**src/rtl/alu_pkg.sv**
```systemverilog
// ALU control encodings shared by the arbiter and the instruction decoder.
package alu_pkg;

   localparam logic [3:0] ALU_ADD = 4'b0000;
   localparam logic [3:0] ALU_SUB = 4'b0001;
   localparam logic [3:0] ALU_AND = 4'b0010;
   localparam logic [3:0] ALU_OR  = 4'b0011;
   localparam logic [3:0] ALU_SLT = 4'b0101;
   localparam logic [3:0] ALU_SLL = 4'b0110;
   localparam logic [3:0] ALU_SRL = 4'b1000;
   localparam logic [3:0] ALU_SRA = 4'b1110;

   // True for the codes the ALU actually implements; anything else yields x from the ALU.
   function automatic logic is_legal_ctrl(input logic [3:0] c);
      case (c)
         ALU_ADD, ALU_SUB, ALU_AND, ALU_OR,
         ALU_SLT, ALU_SLL, ALU_SRL, ALU_SRA: return 1'b1;
         default:                            return 1'b0;
      endcase
   endfunction

endpackage

```
**src/rtl/rr_arbiter.sv**
```systemverilog
// Round-robin arbiter: one-hot grant searched from a rotating pointer.
module rr_arbiter #(
   parameter int N = 2
) (
   input  logic         i_clk,
   input  logic         i_rst_n,
   input  logic [N-1:0] i_req,
   input  logic         i_advance,
   output logic [N-1:0] o_grant
);

   localparam int PW = (N > 1) ? $clog2(N) : 1;

   logic [PW-1:0] r_ptr;
   logic [PW-1:0] w_idx;
   logic [PW-1:0] w_gidx;
   logic          w_found;

   // First requester at or after the pointer, wrapping modulo N.
   always_comb begin
      o_grant = '0;
      w_idx   = '0;
      w_gidx  = '0;
      w_found = 1'b0;
      for (int k = 0; k < N; k++) begin
         w_idx = PW'((int'(r_ptr) + k) % N);
         if (!w_found && i_req[w_idx]) begin
            o_grant[w_idx] = 1'b1;
            w_gidx         = w_idx;
            w_found        = 1'b1;
         end
      end
   end

   // Pointer moves just past the winner so it becomes lowest priority next cycle.
   always_ff @(posedge i_clk or negedge i_rst_n) begin
      if (!i_rst_n)
         r_ptr <= '0;
      else if (i_advance && w_found)
         r_ptr <= (w_gidx == PW'(N - 1)) ? '0 : w_gidx + 1'b1;
   end

endmodule

```
**src/rtl/alu_arbiter.sv**
```systemverilog
// Shares one ALU among NREQ requesters: round-robin grant, operand mux,
// per-requester registered response buffers with illegal-code flagging.
module alu_arbiter
   import alu_pkg::*;
#(
   parameter int NREQ = 2,
   parameter int W    = 32
) (
   input  logic              i_clk,
   input  logic              i_rst_n,
   input  logic [NREQ-1:0]   i_req_valid,
   output logic [NREQ-1:0]   o_req_ready,
   input  logic [NREQ*W-1:0] i_req_a,
   input  logic [NREQ*W-1:0] i_req_b,
   input  logic [NREQ*4-1:0] i_req_ctrl,
   output logic [NREQ-1:0]   o_rsp_valid,
   input  logic [NREQ-1:0]   i_rsp_ready,
   output logic [NREQ*W-1:0] o_rsp_result,
   output logic [NREQ-1:0]   o_rsp_zero,
   output logic [NREQ-1:0]   o_rsp_err,
   output logic [W-1:0]      o_alu_a,
   output logic [W-1:0]      o_alu_b,
   output logic [3:0]        o_alu_ctrl,
   input  logic [W-1:0]      i_alu_result,
   input  logic              i_alu_zero
);

   logic                     r_rst_meta;
   logic                     r_rst_n;
   logic [NREQ-1:0]          r_rsp_valid;
   logic [NREQ-1:0]          r_rsp_zero;
   logic [NREQ-1:0]          r_rsp_err;
   logic [NREQ-1:0][W-1:0]   r_rsp_result;

   logic [NREQ-1:0]          w_elig;
   logic [NREQ-1:0]          w_grant;
   logic [W-1:0]             w_a;
   logic [W-1:0]             w_b;
   logic [3:0]               w_ctrl;
   logic                     w_legal;

   // Reset asserts asynchronously and releases on a clock edge.
   always_ff @(posedge i_clk or negedge i_rst_n) begin
      if (!i_rst_n) {r_rst_meta, r_rst_n} <= 2'b00;
      else          {r_rst_meta, r_rst_n} <= {1'b1, r_rst_meta};
   end

   // A requester may go if its buffer is empty or being drained this cycle;
   // nothing is eligible while reset is held, so req_ready drops immediately.
   assign w_elig = i_req_valid & (~r_rsp_valid | i_rsp_ready) & {NREQ{r_rst_n}};

   rr_arbiter #(.N(NREQ)) u_rr (
      .i_clk     (i_clk),
      .i_rst_n   (r_rst_n),
      .i_req     (w_elig),
      .i_advance (1'b1),
      .o_grant   (w_grant)
   );

   // One-hot operand mux; idle ALU inputs are driven to zero.
   always_comb begin
      w_a    = '0;
      w_b    = '0;
      w_ctrl = '0;
      for (int i = 0; i < NREQ; i++) begin
         if (w_grant[i]) begin
            w_a    = i_req_a[i*W +: W];
            w_b    = i_req_b[i*W +: W];
            w_ctrl = i_req_ctrl[i*4 +: 4];
         end
      end
   end

   assign w_legal = is_legal_ctrl(w_ctrl);

   // Response buffers: load on grant (illegal codes never capture the ALU's x),
   // otherwise drain on rsp_ready; contents hold while stalled.
   always_ff @(posedge i_clk or negedge r_rst_n) begin
      if (!r_rst_n) begin
         r_rsp_valid  <= '0;
         r_rsp_zero   <= '0;
         r_rsp_err    <= '0;
         r_rsp_result <= '0;
      end else begin
         for (int i = 0; i < NREQ; i++) begin
            if (w_grant[i]) begin
               r_rsp_valid[i]  <= 1'b1;
               r_rsp_err[i]    <= ~w_legal;
               r_rsp_result[i] <= w_legal ? i_alu_result : '0;
               r_rsp_zero[i]   <= w_legal & i_alu_zero;
            end else if (i_rsp_ready[i]) begin
               r_rsp_valid[i]  <= 1'b0;
            end
         end
      end
   end

   assign o_req_ready  = w_grant;
   assign o_alu_a      = w_a;
   assign o_alu_b      = w_b;
   assign o_alu_ctrl   = w_ctrl;
   assign o_rsp_valid  = r_rsp_valid;
   assign o_rsp_result = r_rsp_result;
   assign o_rsp_zero   = r_rsp_zero;
   assign o_rsp_err    = r_rsp_err;

endmodule

```
**config.mk**
```make
export PLATFORM = sky130hd
export DESIGN_NAME = alu_arbiter
export DESIGN_NICKNAME = d
export VERILOG_FILES = /design/src/rtl/alu_pkg.sv /design/src/rtl/rr_arbiter.sv /design/src/rtl/alu_arbiter.sv
export SDC_FILE = /design/constraint.sdc
export NUM_CORES = 1
export LEC_CHECK = 0
export BUFFER_PORTS_ARGS = -buffer_cell sky130_fd_sc_hd__buf_2
export CAP_MARGIN = 20
export CORE_AREA = 2 2 122 124
export DETAILED_ROUTE_END_ITERATION = 12
export DIE_AREA = 0 0 124 126
export PLACE_DENSITY = 0.63
export SETUP_SLACK_MARGIN = 0.1
export SLEW_MARGIN = 20
export SYNTH_ARGS = -nofsm -noshare
export SYNTH_HDL_FRONTEND = slang
export SYNTH_HIERARCHICAL = 1
export SYNTH_SLANG_ARGS = --single-unit
```
**constraint.sdc**
```tcl
create_clock -name i_clk -period 5.35 [get_ports i_clk]
set_input_delay 1.07 -clock i_clk [delete_from_list [all_inputs] [get_ports i_clk]]
set_output_delay 1.07 -clock i_clk [all_outputs]
set_load 0.02 [all_outputs]
```
### After elaboration in Yosys (flattened, before gate mapping)

Memory sizes are Yosys's and may differ from the RTL's.
Index checks and enable logic that the tools add are counted.

* bitwise operators: 7
* $lt $le $gt $ge: 4
* reduce and logical (&&, ||, !) cells: 6
* muxes and demuxes: 26
* add/sub/neg operators: 2

Operators with widths (count)
* $mux W32: 5
* $mux W1: 15
* $mux W4: 2
* $and A2 B2 Y2: 2
* $lt A1 B2 Y1 const B: 2
* $mux W2: 2
* $or A2 B2 Y2: 2
* $reduce_bool A2 Y1: 2
* $logic_and A1 B1 Y1: 3
* $add A1 B1 Y1 const B: 2
* $demux W1 S1: 2
* $ge A1 B1 Y1 const B: 2
* $not A2 Y2: 1
* $and A1 B1 Y1: 1
* $logic_not A1 Y1: 1
* $not A1 Y1: 1

* memories kept: 1
* logic and storage cells: 57
* input bits: 175
* output and inout bits: 140
* ROM bits: 16
* flip-flop bits (word level): 73

Memory list
* (no name shown): words 16, width 1, rd ports 1, clocked after Yosys merged registers in 0, write ports 0, line alu_pkg.sv:15 `case (c)`

### Longest topological paths before layout

An unclocked memory read counts as a cell.

* word-level depth: 14
* gate-level depth with buffers: 13
* mapped depth without buffers: 9

### Modules after synthesis

The synthesis kept the hierarchy.

By module, submodules not included
* alu_arbiter: seq. area each 1801.7 sq um, cells each 410, area an instance 3831.2 sq um, times used 1
* rr_arbiter: seq. area each 25.0 sq um, cells each 6, area an instance 55.1 sq um, times used 1

### Least setup slack after synthesis

No wires, ideal clock.

* path kind: register -> output
* start: register r_rst_n
* end: output o_alu_a[0]
* stages on the path, launching flop included: 8
* arrival: 4.104 ns
* data required time: 4.280 ns
* slack: 0.176 ns
* buffers on the path: 3
* path through: dfrtp_1 > and3_1 > a21boi_0 > buf_2 > nor2b_4 > clkbuf_1 > buf_1 > a22o_1

* word-level cells in the longest chain between the ends: 9
* elaborated cells between the ends (all ways): 13
* classes of those cells: mux (9); bitwise (2); reduce/logical (2)

RTL lines
* from (decl): line alu_arbiter.sv:29 `logic r_rst_n;`
* from (signal assigned): line alu_arbiter.sv:45 `else {r_rst_meta, r_rst_n} <= {1'b1, r_rst_meta};`
* $and A2 B2 Y2 (*): line alu_arbiter.sv:50 `assign w_elig = i_req_valid & (~r_rsp_valid | i_rsp_ready) & {NREQ{r_rst_n}};`
* via w_elig[0]: line alu_arbiter.sv:35 `logic [NREQ-1:0] w_elig;`
* $mux W1 (implied by the code) (2 in a row): line rr_arbiter.sv:27 `if (!w_found && i_req[w_idx]) begin`
* $mux W1: line rr_arbiter.sv:27
* $logic_not A1 Y1: line rr_arbiter.sv:27
* $logic_and A1 B1 Y1: line rr_arbiter.sv:27
* $mux W2 (*): line rr_arbiter.sv:27
* via o_req_ready[0]: line alu_arbiter.sv:12 `output logic [NREQ-1:0] o_req_ready,`
* $mux W32 (*) (2 in a row): line alu_arbiter.sv:66 `if (w_grant[i]) begin`
* to (decl): line alu_arbiter.sv:21 `output logic [W-1:0] o_alu_a,`

The timed path passes the listed nets; every way through them passes the cells marked *. The select of a mux whose other input is x is not followed.

### Worst setup path after layout

* start: input i_rsp_ready[0]
* end: output o_alu_b[11]

* word-level cells in the longest chain between the ends: 11
* elaborated cells between the ends (all ways): 15
* classes of those cells: mux (9); bitwise (4); reduce/logical (2)

RTL lines
* from (decl): line alu_arbiter.sv:17 `input logic [NREQ-1:0] i_rsp_ready,`
* $or A2 B2 Y2 (*): line alu_arbiter.sv:50
* $and A2 B2 Y2 (*) (2 in a row): line alu_arbiter.sv:50
* via w_elig[0]: line alu_arbiter.sv:35
* $mux W1 (implied by the code) (2 in a row): line rr_arbiter.sv:27
* $mux W1: line rr_arbiter.sv:27
* $logic_not A1 Y1: line rr_arbiter.sv:27
* $logic_and A1 B1 Y1: line rr_arbiter.sv:27
* $mux W2 (*): line rr_arbiter.sv:27
* $mux W32: line alu_arbiter.sv:66
* $mux W32 (*): line alu_arbiter.sv:66
* to (decl): line alu_arbiter.sv:22 `output logic [W-1:0] o_alu_b,`

Marked as above.

==> summary.md <==
| Metric | Value |
|---|---|
| Post-cts hold buffer count | `0` |
| Total Die Area | `0.0156 mm²` |
| Vias | `around 4300` |
| Cell Area, Synth | `around 0.0039 mm²` |
| Quantity of gates resized following cts | `0` |
| Fill cells | `1440` |
| Yosys reg bits | `73` |
| Status | `completed` |
| Initial antenna violation count | `0` |
| Final global-route overflow total | `0` |
| Max stage delay on crit path | `0.65 ns` |
| Core Rows | `between 40 and 50` |
| Clk slew on worst S/H paths | `0.06 ns` |
| H-tree Lvls | `3` |
| Reg-to-reg endpoint | `o_rsp_result[12]$_DFFE_PN0P_` |
| Static leakage | `3.21 nW` |
| Post-synthesis cell count | `between 400 and 500` |
| Most frequent cells in the layout | `314 x buf_2, 74 x nand2_1, 72 x dfrtp_1` |
| R2R depth | `10` |
| Slew Limit Fails | `0` |
| Drc violations | `0` |
| Die Y | `between 100 and 150 µm` |
| Clock sinks | `73` |
| Setup bufs post-CTS | `0` |
| Critical path, cell by cell | `buf_2 -> nand2b_1 -> and3_1 -> a21boi_4 -> nor2b_4 -> buf_4 -> a22o_1 -> buf_2` |
| Largest net degree at the start of global routing | `84` |
| Fin util | `approximately two fifths` |
| Core area | `approximately 0.014 mm²` |
| Synth warnings | `6` |
| Final hold viol count | `0` |
| GRT Util Overall | `about a fifth` |
| WP data required | `between 4 and 5 ns` |
| VDD IR max | `between 0.15 and 0.2 mV` |
| I/O pins | `between 300 and 400` |
| Relative slew slack | `41.1%` |
| Wire per inst | `roughly 18 µm` |
| Latest clock arrival within the worst-skew pair | `between 0.3 and 0.4 ns` |
| Drt via density | `around 4.8` |
| GP Congestion | `0.733` |
| Vias in the first global route | `approximately 4100` |
| Most common cell on crit path | `buf_2` |
| Power Density | `356 mW/mm²` |
| Setup Crit Path Kind | `in -> out` |
| CTS tree | `done` |
| Clock buffer depth | `2` |
| Startpoint types | `input port` |
| Drt pass-1 iters | `4` |
| Hpwl dp | `12.2 mm` |
| Post-synthesis sequential area ratio | `roughly 47%` |
| Commonest non-fill, non-tap cell in the layout | `buf_2` |
| Worst Hold Class | `reg -> async` |
| Setup TNS | `0 ns` |
| Tcrit/Tclk final | `between 70% and 80%` |
| Top_reg_cell synth | `dfrtp_1` |
| Fmax | `between 200 and 250 MHz` |
| Post-synth EDFFs | `0` |
| Crit end category | `output pin` |
| Final WL | `about 16 mm` |
| Width of the die | `124 µm` |
| IO buf count | `approximately 310` |
| Distinct cells, synth | `27` |
| Final setup vio count | `0` |
| Antenna Cells | `0` |
| Maxcap violations | `0` |
| Area Overhead vs Synth | `52.8%` |
| Ys async rst share | `100%` |
| CP top delay family | `simple AND/OR/NAND/NOR gates` |
| Syn_area_per_cell | `9.34 µm²` |
| Launch point of the worst path | `i_rsp_ready[0]` |
| Smallest hold slack | `0.0816 ns` |
| Worst-Margin Slew | `0.884 ns` |
| Worst reg2reg setup slack | `a little under 2 ns` |
| Worst Skew | `approximately 0.0045 ns` |
| Reg-to-Reg Start | `o_rsp_valid[1]$_DFFE_PN0P_` |
| Fin crit period | `between 4 and 5 ns` |
| DR iter-0 viols | `approximately 260` |
| Root Buffer | `clkbuf_16` |
| CP Buf/Inv Count | `3` |
| RSZ-0062 raised after global routing | `false` |
| Crit path max fanout | `34` |
| Initial Util | `27.2%` |
| Total CTS buffers | `9` |
| Arr. time, crit path | `~3.2 ns` |
| ANT nets after route | `0` |
| Share of cells above drive strength 1 | `around half` |
| Number of nets in the layout | `883` |
| First-pass GRT wire length | `~23 mm` |
| Slowest stage cell, crit path | `nor2b_4` |
==> cells by family after synthesis <==
family,Yosys count,synth area share [%]
simple gates,84,9.14
compound gates,140,31.3
flops,73,47.0
other cells,1,0.0965
fa+ha+maj,2,0.644
buf+inv,116,11.8
==> cell usage after synthesis (2+ instances only) <==
| library cell | number | share of area, % |
|---|---|---|
| nand2_1 | 74 | 7.1 |
| dfrtp_1 | 73 | 47 |
| inv_1 | 71 | 6.9 |
| o32ai_1 | 66 | 15 |
| a22o_1 | 62 | 14 |
| clkbuf_1 | 22 | 2.1 |
| buf_2 | 11 | 1.4 |
| buf_1 | 8 | 0.77 |
| and3_1 | 3 | 0.48 |
| buf_4 | 3 | 0.58 |
| a22oi_1 | 2 | 0.39 |
| ha_1 | 2 | 0.64 |
| nand2b_1 | 2 | 0.32 |
| o21ai_0 | 2 | 0.26 |
| o31a_1 | 2 | 0.45 |
| or2_2 | 2 | 0.32 |
==> routing by layer <==
layer	routed length [µm]	vias up	global-route usage (%)	part of all wire [%]
li1	-	2064	-	-
met3	1170	34	4.48	7.1
met2	8030	201	32.7	49
met4	751	0	8.72	4.6
met1	6370	1984	24.4	39
met5	0	-	0	0
==> per-stage QoR <==
step	cell area, µm²	worst slack [ns]	instances	total power, mW
after floorplan	3890	0.176	418	1.17
after global placement	5620	1.13	879	1.48
after detailed placement	5620	1.10	879	1.48
after CTS	5940	1.09	895	2.14
after global routing	5940	0.891	895	2.23
final	5940	1.08	895	2.11
==> registers in the layout (all words and copies together), names as in the netlist, named ones only <==
register	cells
o_rsp_valid	2
r_rst_meta	1
r_rst_n	1
o_rsp_zero	2
o_rsp_err	2
o_rsp_result	64
==> report_power, final <==
| group | total, mW | switching, mW | internal [mW] |
|---|---|---|---|
| registers | 0.736 | 0.0651 | 0.671 |
| logic | 0.734 | 0.465 | 0.270 |
| clock network | 0.644 | 0.235 | 0.408 |
| total | 2.11 | 0.765 | 1.35 |
==> area by class of cell <==
class,instances,area [µm²],area share [%]
tap,184,230,3.88
clock inverter,7,93.8,1.58
clock buffer,9,225,3.79
multi-input combinational,229,1640,27.7
sequential,73,1830,30.8
inverter,72,270,4.55
timing repair buffer,321,1650,27.8
==> worst max-delay path by stage <==
stage                              to  slack (ns)  depth (start not counted)
final                     o_alu_b[11]        1.08                          8
after global routing      o_alu_b[11]        0.89                          8
after CTS                 o_alu_b[11]        1.09                          8
after floorplan            o_alu_a[0]        0.18                          7
after global placement    o_alu_b[11]        1.13                          8
after detailed placement  o_alu_b[11]        1.10                          8
(Power assumes the default switching activity.)
